`config.mk`:
```
export PLATFORM = sky130hd
export DESIGN_NAME = shift_chain
export DESIGN_NICKNAME = d
export VERILOG_FILES = /design/src/rtl/shift_chain_pkg.sv /design/src/rtl/shift_chain_stage.sv /design/src/rtl/shift_chain.sv
export SDC_FILE = /design/constraint.sdc
export NUM_CORES = 1
export LEC_CHECK = 0
export ABC_AREA = 0
export BUFFER_PORTS_ARGS = -buffer_cell sky130_fd_sc_hd__buf_2
export CAP_MARGIN = 20
export CORE_MARGIN = 5
export CORE_UTILIZATION = 40
export CTS_CLUSTER_SIZE = 14
export DETAILED_ROUTE_END_ITERATION = 16
export PLACE_DENSITY = 0.68
export REMOVE_ABC_BUFFERS = 1
export SYNTH_ARGS = -nofsm -noshare
export SYNTH_HDL_FRONTEND = slang
export SYNTH_SLANG_ARGS = --single-unit
```
`constraint.sdc`:
```
create_clock -name clk -period 3.2 [get_ports clk]
set_input_delay 0 -clock clk [delete_from_list [all_inputs] [get_ports clk]]
set_output_delay 0 -clock clk [all_outputs]
set_load 0.03 [all_outputs]
```
`src/rtl/shift_chain_pkg.sv`:
```
`default_nettype none
// ============================================================================
// Module      : shift_chain_pkg
// Description : Shared types and helpers for the shift_chain delay line.
//               - sc_mode_t : advance mode encoding (shift/rotate/reverse/clear)
//               - popcount  : number of set bits in a (zero-extended) vector
// Revision    : 1.0 - initial release
// ============================================================================
package shift_chain_pkg;

  typedef enum logic [1:0] {
    SC_SHIFT   = 2'd0,
    SC_ROTATE  = 2'd1,
    SC_REVERSE = 2'd2,
    SC_CLEAR   = 2'd3
  } sc_mode_t;

  // popcount operates on a fixed-width vector; callers zero-extend with a
  // size cast so one function serves every DEPTH up to SC_POP_W.
  localparam int SC_POP_W  = 64;
  localparam int SC_POP_CW = 7;

  function automatic logic [SC_POP_CW-1:0] popcount(input logic [SC_POP_W-1:0] v);
    logic [SC_POP_CW-1:0] n;
    n = '0;
    for (int i = 0; i < SC_POP_W; i++) begin
      n = n + SC_POP_CW'(v[i]);
    end
    return n;
  endfunction

endpackage
`default_nettype wire

```
`src/rtl/shift_chain_stage.sv`:
```
`default_nettype none
// ============================================================================
// Module      : shift_chain_stage
// Description : One chain stage: WIDTH data bits plus a valid bit, loaded
//               from the next-value inputs on every rising edge. The parent
//               supplies the current value when the stage must hold.
// Ports       : clk, rst_n (async, active-low)
//               d_next / vld_next : value to capture
//               d / vld           : registered stage contents
// Revision    : 1.0 - initial release
// ============================================================================
module shift_chain_stage
  import shift_chain_pkg::*;
#(
  parameter int WIDTH = 4
) (
  input  logic             clk,
  input  logic             rst_n,
  input  logic [WIDTH-1:0] d_next,
  input  logic             vld_next,
  output logic [WIDTH-1:0] d,
  output logic             vld
);

  always_ff @(posedge clk or negedge rst_n) begin
    if (!rst_n) begin
      d   <= '0;
      vld <= 1'b0;
    end else begin
      d   <= d_next;
      vld <= vld_next;
    end
  end

endmodule
`default_nettype wire

```
`src/rtl/shift_chain.sv`:
```
`default_nettype none
// ============================================================================
// Module      : shift_chain
// Description : Parametrised multi-stage shift register with per-stage valid
//               bits, shift/rotate/reverse/clear advance modes, parallel load
//               (priority over advance), registered occupancy count and a
//               combinational tap selector.
// Ports       : clk, rst_n (async, active-low)
//               en, mode, din, din_vld     : advance control and serial input
//               load, load_data            : parallel load (stage i at [i*WIDTH +: WIDTH])
//               sel                        : tap select for dout/dout_vld
//               taps, tap_vld              : all stage contents / valid bits
//               dout, dout_vld             : selected stage (0 when sel >= DEPTH)
//               count, full, empty         : occupancy of the valid vector
// Revision    : 1.0 - initial release
// ============================================================================
module shift_chain
  import shift_chain_pkg::*;
#(
  parameter  int WIDTH = 4,
  parameter  int DEPTH = 4,
  localparam int SW    = $clog2(DEPTH),
  localparam int CW    = $clog2(DEPTH + 1)
) (
  input  logic                   clk,
  input  logic                   rst_n,
  input  logic                   en,
  input  logic [1:0]             mode,
  input  logic [WIDTH-1:0]       din,
  input  logic                   din_vld,
  input  logic                   load,
  input  logic [WIDTH*DEPTH-1:0] load_data,
  input  logic [SW-1:0]          sel,
  output logic [WIDTH*DEPTH-1:0] taps,
  output logic [DEPTH-1:0]       tap_vld,
  output logic [WIDTH-1:0]       dout,
  output logic                   dout_vld,
  output logic [CW-1:0]          count,
  output logic                   full,
  output logic                   empty
);

  sc_mode_t         w_mode;
  logic [WIDTH-1:0] r_stage_d [DEPTH];
  logic [DEPTH-1:0] r_stage_v;
  logic [DEPTH-1:0] w_next_vld;
  logic [CW-1:0]    r_count;

  assign w_mode = sc_mode_t'(mode);

  for (genvar i = 0; i < DEPTH; i++) begin : g_stage
    // Neighbour indices wrap so ROTATE can reuse them; SHIFT/REVERSE replace
    // the wrapped end with din instead.
    localparam int PREV = (i == 0)         ? DEPTH - 1 : i - 1;
    localparam int NEXT = (i == DEPTH - 1) ? 0         : i + 1;

    logic [WIDTH-1:0] w_nd;
    logic             w_nv;

    // Every stage reads only old neighbour values, so the chain cannot
    // collapse into a single edge.
    always_comb begin
      w_nd = r_stage_d[i];
      w_nv = r_stage_v[i];
      if (load) begin
        w_nd = load_data[i*WIDTH +: WIDTH];
        w_nv = 1'b1;
      end else if (en) begin
        case (w_mode)
          SC_SHIFT: begin
            if (i == 0) begin
              w_nd = din;
              w_nv = din_vld;
            end else begin
              w_nd = r_stage_d[PREV];
              w_nv = r_stage_v[PREV];
            end
          end
          SC_ROTATE: begin
            w_nd = r_stage_d[PREV];
            w_nv = r_stage_v[PREV];
          end
          SC_REVERSE: begin
            if (i == DEPTH - 1) begin
              w_nd = din;
              w_nv = din_vld;
            end else begin
              w_nd = r_stage_d[NEXT];
              w_nv = r_stage_v[NEXT];
            end
          end
          SC_CLEAR: begin
            w_nd = '0;
            w_nv = 1'b0;
          end
          default: begin
            w_nd = r_stage_d[i];
            w_nv = r_stage_v[i];
          end
        endcase
      end
    end

    assign w_next_vld[i] = w_nv;

    shift_chain_stage #(
      .WIDTH (WIDTH)
    ) u_stage (
      .clk      (clk),
      .rst_n    (rst_n),
      .d_next   (w_nd),
      .vld_next (w_nv),
      .d        (r_stage_d[i]),
      .vld      (r_stage_v[i])
    );

    assign taps[i*WIDTH +: WIDTH] = r_stage_d[i];
  end

  assign tap_vld = r_stage_v;

  // count tracks the valid vector it is registered alongside, so it can
  // never drift from tap_vld.
  always_ff @(posedge clk or negedge rst_n) begin
    if (!rst_n) begin
      r_count <= '0;
    end else begin
      r_count <= CW'(popcount(SC_POP_W'(w_next_vld)));
    end
  end

  assign count = r_count;
  assign full  = (r_count == CW'(DEPTH));
  assign empty = (r_count == '0);

  // Compare against each legal index so an out-of-range sel (non-power-of-two
  // DEPTH) falls through to zero.
  always_comb begin
    dout     = '0;
    dout_vld = 1'b0;
    for (int i = 0; i < DEPTH; i++) begin
      if (sel == SW'(i)) begin
        dout     = r_stage_d[i];
        dout_vld = r_stage_v[i];
      end
    end
  end

endmodule
`default_nettype wire

```
======== Word-level counts from Yosys, hierarchy flattened ========
Cells that the tools add are included.
operators by class
  $add $sub $neg .......................... 3
  $mul .................................... 0
  div/mod/pow operators ................... 0
  $lt $le $gt $ge ......................... 0
  equality and inequality tests ........... 7
  shift operators ......................... 0
  mux-type cells .......................... 32
  bitwise gates (word level) .............. 0
  reduce and logical (&&, ||, !) cells .... 5
operators by type and width
  operator            count
  $mux 4              12
  $pmux 4 s3          3
  $pmux 4 s4          1
  $mux 1              12
  $pmux 1 s3          3
  $eq 2x2->1 const B  4
  $eq 2x1->1 const B  2
  $logic_not 2->1     2
  $pmux 1 s4          1
  $add 2x1->3         1
  $add 3x1->3         1
  $eq 3x3->1 const B  1
  $logic_not 3->1     1
  $add 1x1->2         1
  $reduce_bool 2->1   1
  $reduce_or 2->1     1
word-level totals
  bits in registers ....................... 23
  bits in latches ......................... 0
  bits in writable memories ............... 0
  bits in read-only memories .............. 0
  output and inout port bits .............. 30
  memories ................................ 0

======== Longest topological paths before layout ========
  depth in word-level cells ............... 8
  depth in mapped cells ................... 8
  gate-level depth less buffers ........... 6

======== Hierarchy ========
From an unflattened synthesis, not the netlist that was laid out.
second synthesis, totals
  cells, all modules ...................... 133
  area total of the unflattened synthesis .. 1460.2 um^2
modules (own cells, without submodules)
  module             instances  cells each  area an instance (um^2)
  shift_chain        1          113         959.7
  shift_chain_stage  4          5           125.1

======== Worst setup path before layout ========
Ideal clock, no wire load.
  kind .................................... register to register
  from .................................... reg g_stage[1].u_stage.vld
  to ...................................... reg r_count[1], in the netlist count[1]
  setup time .............................. 0.126 ns
  arrival ................................. 1.803 ns
  data required time ...................... 3.074 ns
  setup slack ............................. 1.271 ns
  cell stages (with the launch flop) ...... 7
  path buffers ............................ 0
  period minus slack after synthesis ...... 1.929 ns
  cell sequence ........................... dfrtp_1 mux2i_1 or2_2 a31oi_1 fa_1 ha_1 ha_1
on the way
  longest elaborated chain between the ends .. 6
ends and longest elaborated chain
  item                                   line                     source
  start: declaration                     shift_chain_stage.sv:22  output logic vld
  start signal: assignment               shift_chain_stage.sv:31  vld <= vld_next;
  $pmux 1 s4                             shift_chain.sv:69        case (w_mode)
  $mux 1                                 shift_chain.sv:68        end else if (en) begin
  $mux 1                                 shift_chain.sv:65        if (load) begin
  named net g_stage[0].u_stage.vld_next  shift_chain_stage.sv:20  input logic vld_next,
  $add 1x1->2                            shift_chain_pkg.sv:27    n = n + SC_POP_CW'(v[i]);
  $add 2x1->3                            shift_chain_pkg.sv:27
  $add 3x1->3                            shift_chain_pkg.sv:27
  end signal: assignment                 shift_chain.sv:128       r_count <= CW'(popcount(SC_POP_W'(w_next_vld)));
  end: declaration                       shift_chain.sv:47        logic [CW-1:0] r_count;
The timed path passes the listed nets, and every way through them passes these cells.
A chain may end at the register's enable or synchronous reset.

======== Final worst setup path ========
Same ends and word-level chain as after synthesis.

==> flow_summary.yaml <==
pwr:
  power.density_nw_per_um2: 461
  total_power_w: 0.000865
  vdd_ir_drop_max_mv: 0.183
  total_leakage_power_nw: 0.848
clock_tree:
  deepest_level_of_the_cts_h_tree: 1
  worstSkewPairLatency_ps: 260
  cts-buffers-inserted: 3
  cts_resized: 0
  worst_setup_hold_path_clk_slew_ps: 80
  tritoncts_clock_tree: "done"
  root_cell_of_the_clock_tree: "clkbuf_8"
  clkSinkCount: 23
  clk_path_buf_depth: 2
global_routing:
  gr-total-overflow: 0
  grt.total_usage: 0.167
  via_count_of_the_first_global_routing_pass: 1401
  antenna_found_initial: 0
  grt_first_pass_wirelength_um: 6780
  largest_net_degree_at_the_start_of_global_routing: 28
setup_path:
  reg2reg_capture_point: "count[1]"
  setup.worst_path.end_class: "register"
  setup.worst_path.class: "reg -> reg"
  worst_ep_arrival_time_ps: 2230
  timing.critical_path.from: "g_stage[1].u_stage.vld"
  kind_of_start_point_of_the_critical_path: "register"
  cp.required_ps: 3350
  crit-reg2reg-launch: "g_stage[1].u_stage.vld"
  worstSetupEndpoint: "count[1]"
  regToRegSetupSlack_ps: 1120
  critPathMaxFanout: 5
  timing.reg2reg.worst_path_depth: 6
cells_and_area:
  fill_cells: 336
  stdcell_area_um2: 1880
  register_area_um2: 576
  multi_input_comb_area_um2: 766
  flow.area_growth_from_synthesis_pct: 27.1
  drive_above_1_share: 0.440
  antenna_cells_inserted: 0
  final_nets: 226
  stdcell_count: 241
timing:
  fin_tns_setup_ps: 0
  worstMarginPinSlew_ps: 531
  timing.final.crit_share: 0.649
  setup_ws_ps: 1120
  timing.final.hold_violations: 0
  final_period_minus_worst_setup_slack_ps: 2080
  setup_violations: 0
  rsz0062_at_grt: "no"
  drv_slew: 0
  max-slew-margin-rel: 0.646
  final.setup_skew_ps: 1.91
  max_freq_mhz: 481
placed_design:
  routability_driven_placement_congestion_ratio: 0.861
  detailed_place.area_um2: 1700
  port-buffer-count: 58
  post-place-cells: 224
  post-dp-hpwl_um: 3050
  dp_slack_ps: 845
synthesis:
  synth_top_cell_area_share: 0.390
  post_synth_instance_area_um2: 1480
  synthMostInstantiatedCell: "dfrtp_1"
  synth_cell_types: 29
  synthDominantAreaCellType: "dfrtp_1"
  avgSynthCellArea_um2: 11.3
  synth_async_sr_flop_share: 1.00
  ys_seq_area_frac: 0.390
  synth-seq-cells: 23
  ys_warn_count: 0
  synthTopCellsByCount: "dfrtp_1, nor2_1, nand2_1"
  netlist_top_cells_area: "dfrtp_1, mux4_2, a221oi_2, o31ai_2, nor2_1"
  yosys_most_used_dff: "dfrtp_1"
  synth-edff-count: 0
  mapped_cells: 131
floorplan:
  placementRows: 22
  die_h_um: 70.8
  core_region_area_um2: 3630
  initial_standard_cell_utilization_of_the_core: 0.407
  chipWidth_um: 70.8
  floorplan.io_pins: 59
  area_of_the_die_um2: 5010
routing:
  detail_route.wl_per_cell_um: 17.0
  drc_violation_count_after_routing: 0
  ant_nets: 0
  dr.pass1.iters: 4
  first_drt_iteration_drcs: 144
  routed_wl_um: 4100
  detailroute.via_count: 1366
  via_per_inst: 5.67
hold_path:
  hold_path_class: "in -> reg"
flow_run:
  max-cap-violations: 0
status:
  run_status: "completed"
[how the worst min path moves through the flow]
stage	startpoint	to	slack, ps	depth (start not counted)
global placement	rst_n	g_stage[3].u_stage.d[3]	-4	1
CTS	load_data[3]	g_stage[0].u_stage.d[3]	30	3
global route	load_data[3]	g_stage[0].u_stage.d[3]	60	3
finish	load_data[3]	g_stage[0].u_stage.d[3]	30	3
detailed placement	rst_n	g_stage[2].u_stage.d[3]	3	1
floorplan	rst_n	count[0]	-300	0
[power by group]
| part | leakage (nW) | internal [W] | total [W] | switching (W) |
|---|---|---|---|---|
| logic | 0.561 | 0.000117 | 0.000319 | 0.000201 |
| clock network | 0.0228 | 0.0000888 | 0.000180 | 0.0000911 |
| registers | 0.265 | 0.000325 | 0.000366 | 0.0000417 |
| total | 0.848 | 0.000531 | 0.000865 | 0.000334 |
[registers in the layout (all words and copies together), names as in the netlist]
signal               flops
g_stage.u_stage.d       16
count                    3
g_stage.u_stage.vld      4
[cell usage in the layout (no fill, tap or decap), drive strengths merged]
cell type | netlist | layout
a21oi | 7 | 7
a221oi | 12 | 12
a22oi | 3 | 3
a2bb2oi | 4 | 4
a31oi | 1 | 1
and2b | 1 | 1
buf | 9 | 58
clkbuf | 4 | 4
dfrtp | 23 | 23
dlygate4sd3 | 0 | 13
fa | 1 | 1
ha | 2 | 2
inv | 3 | 3
mux2i | 5 | 5
mux4 | 5 | 5
nand2 | 13 | 13
nor2 | 17 | 17
nor2b | 1 | 1
nor3 | 1 | 1
nor3b | 1 | 1
o22ai | 4 | 4
o31ai | 12 | 12
or2 | 2 | 2
[through the flow]
| step | hold WS [ps] | util |
|---|---|---|
| 2_1_floorplan | -296 | - |
| 3_3_place_gp | -3.86 | 0.469 |
| 3_5_place_dp | 2.86 | 0.469 |
| 4_1_cts | 34.8 | 0.517 |
| 5_1_grt | 58.9 | 0.517 |
| 6_report | 34.8 | 0.517 |
[what timing repair did]
item,in CTS,in global routing
hold buffers,13,0
hold endpoints to repair,35,0
setup buffers,0,0
[final cells by class]
class                           count  share of cell area
Clock buffer                        4              0.0240
Multi-Input combinational cell     92               0.408
Tap cell                           48              0.0320
Inverter                            3             0.00600
Sequential cell                    23               0.306
Timing Repair Buffer               71               0.224
[metal layers]
layer	vias up	part of all wire	global-route usage
met3	10	0.066	0.0241
met2	65	0.52	0.287
li1	619	-	-
met4	0	0.026	0.0752
met1	672	0.39	0.207
met5	-	0	0
[critical path, stage by stage (launching register included)]
cell     delay, ps
dfrtp_1        420
mux2i_1        100
or2_2          290
a31oi_1        240
fa_1           450
ha_1           210
ha_1           260
[cell families after synthesis]
family                   synth area share
buffers and inverters              0.0923
multiplexers                        0.110
AND/OR/NAND/NOR                     0.108
adder cells (fa/ha/maj)            0.0305
flip-flops                          0.389
AO/OA/AOI/OAI                       0.269
No activity file was read; power rests on OpenSTA's default activity.
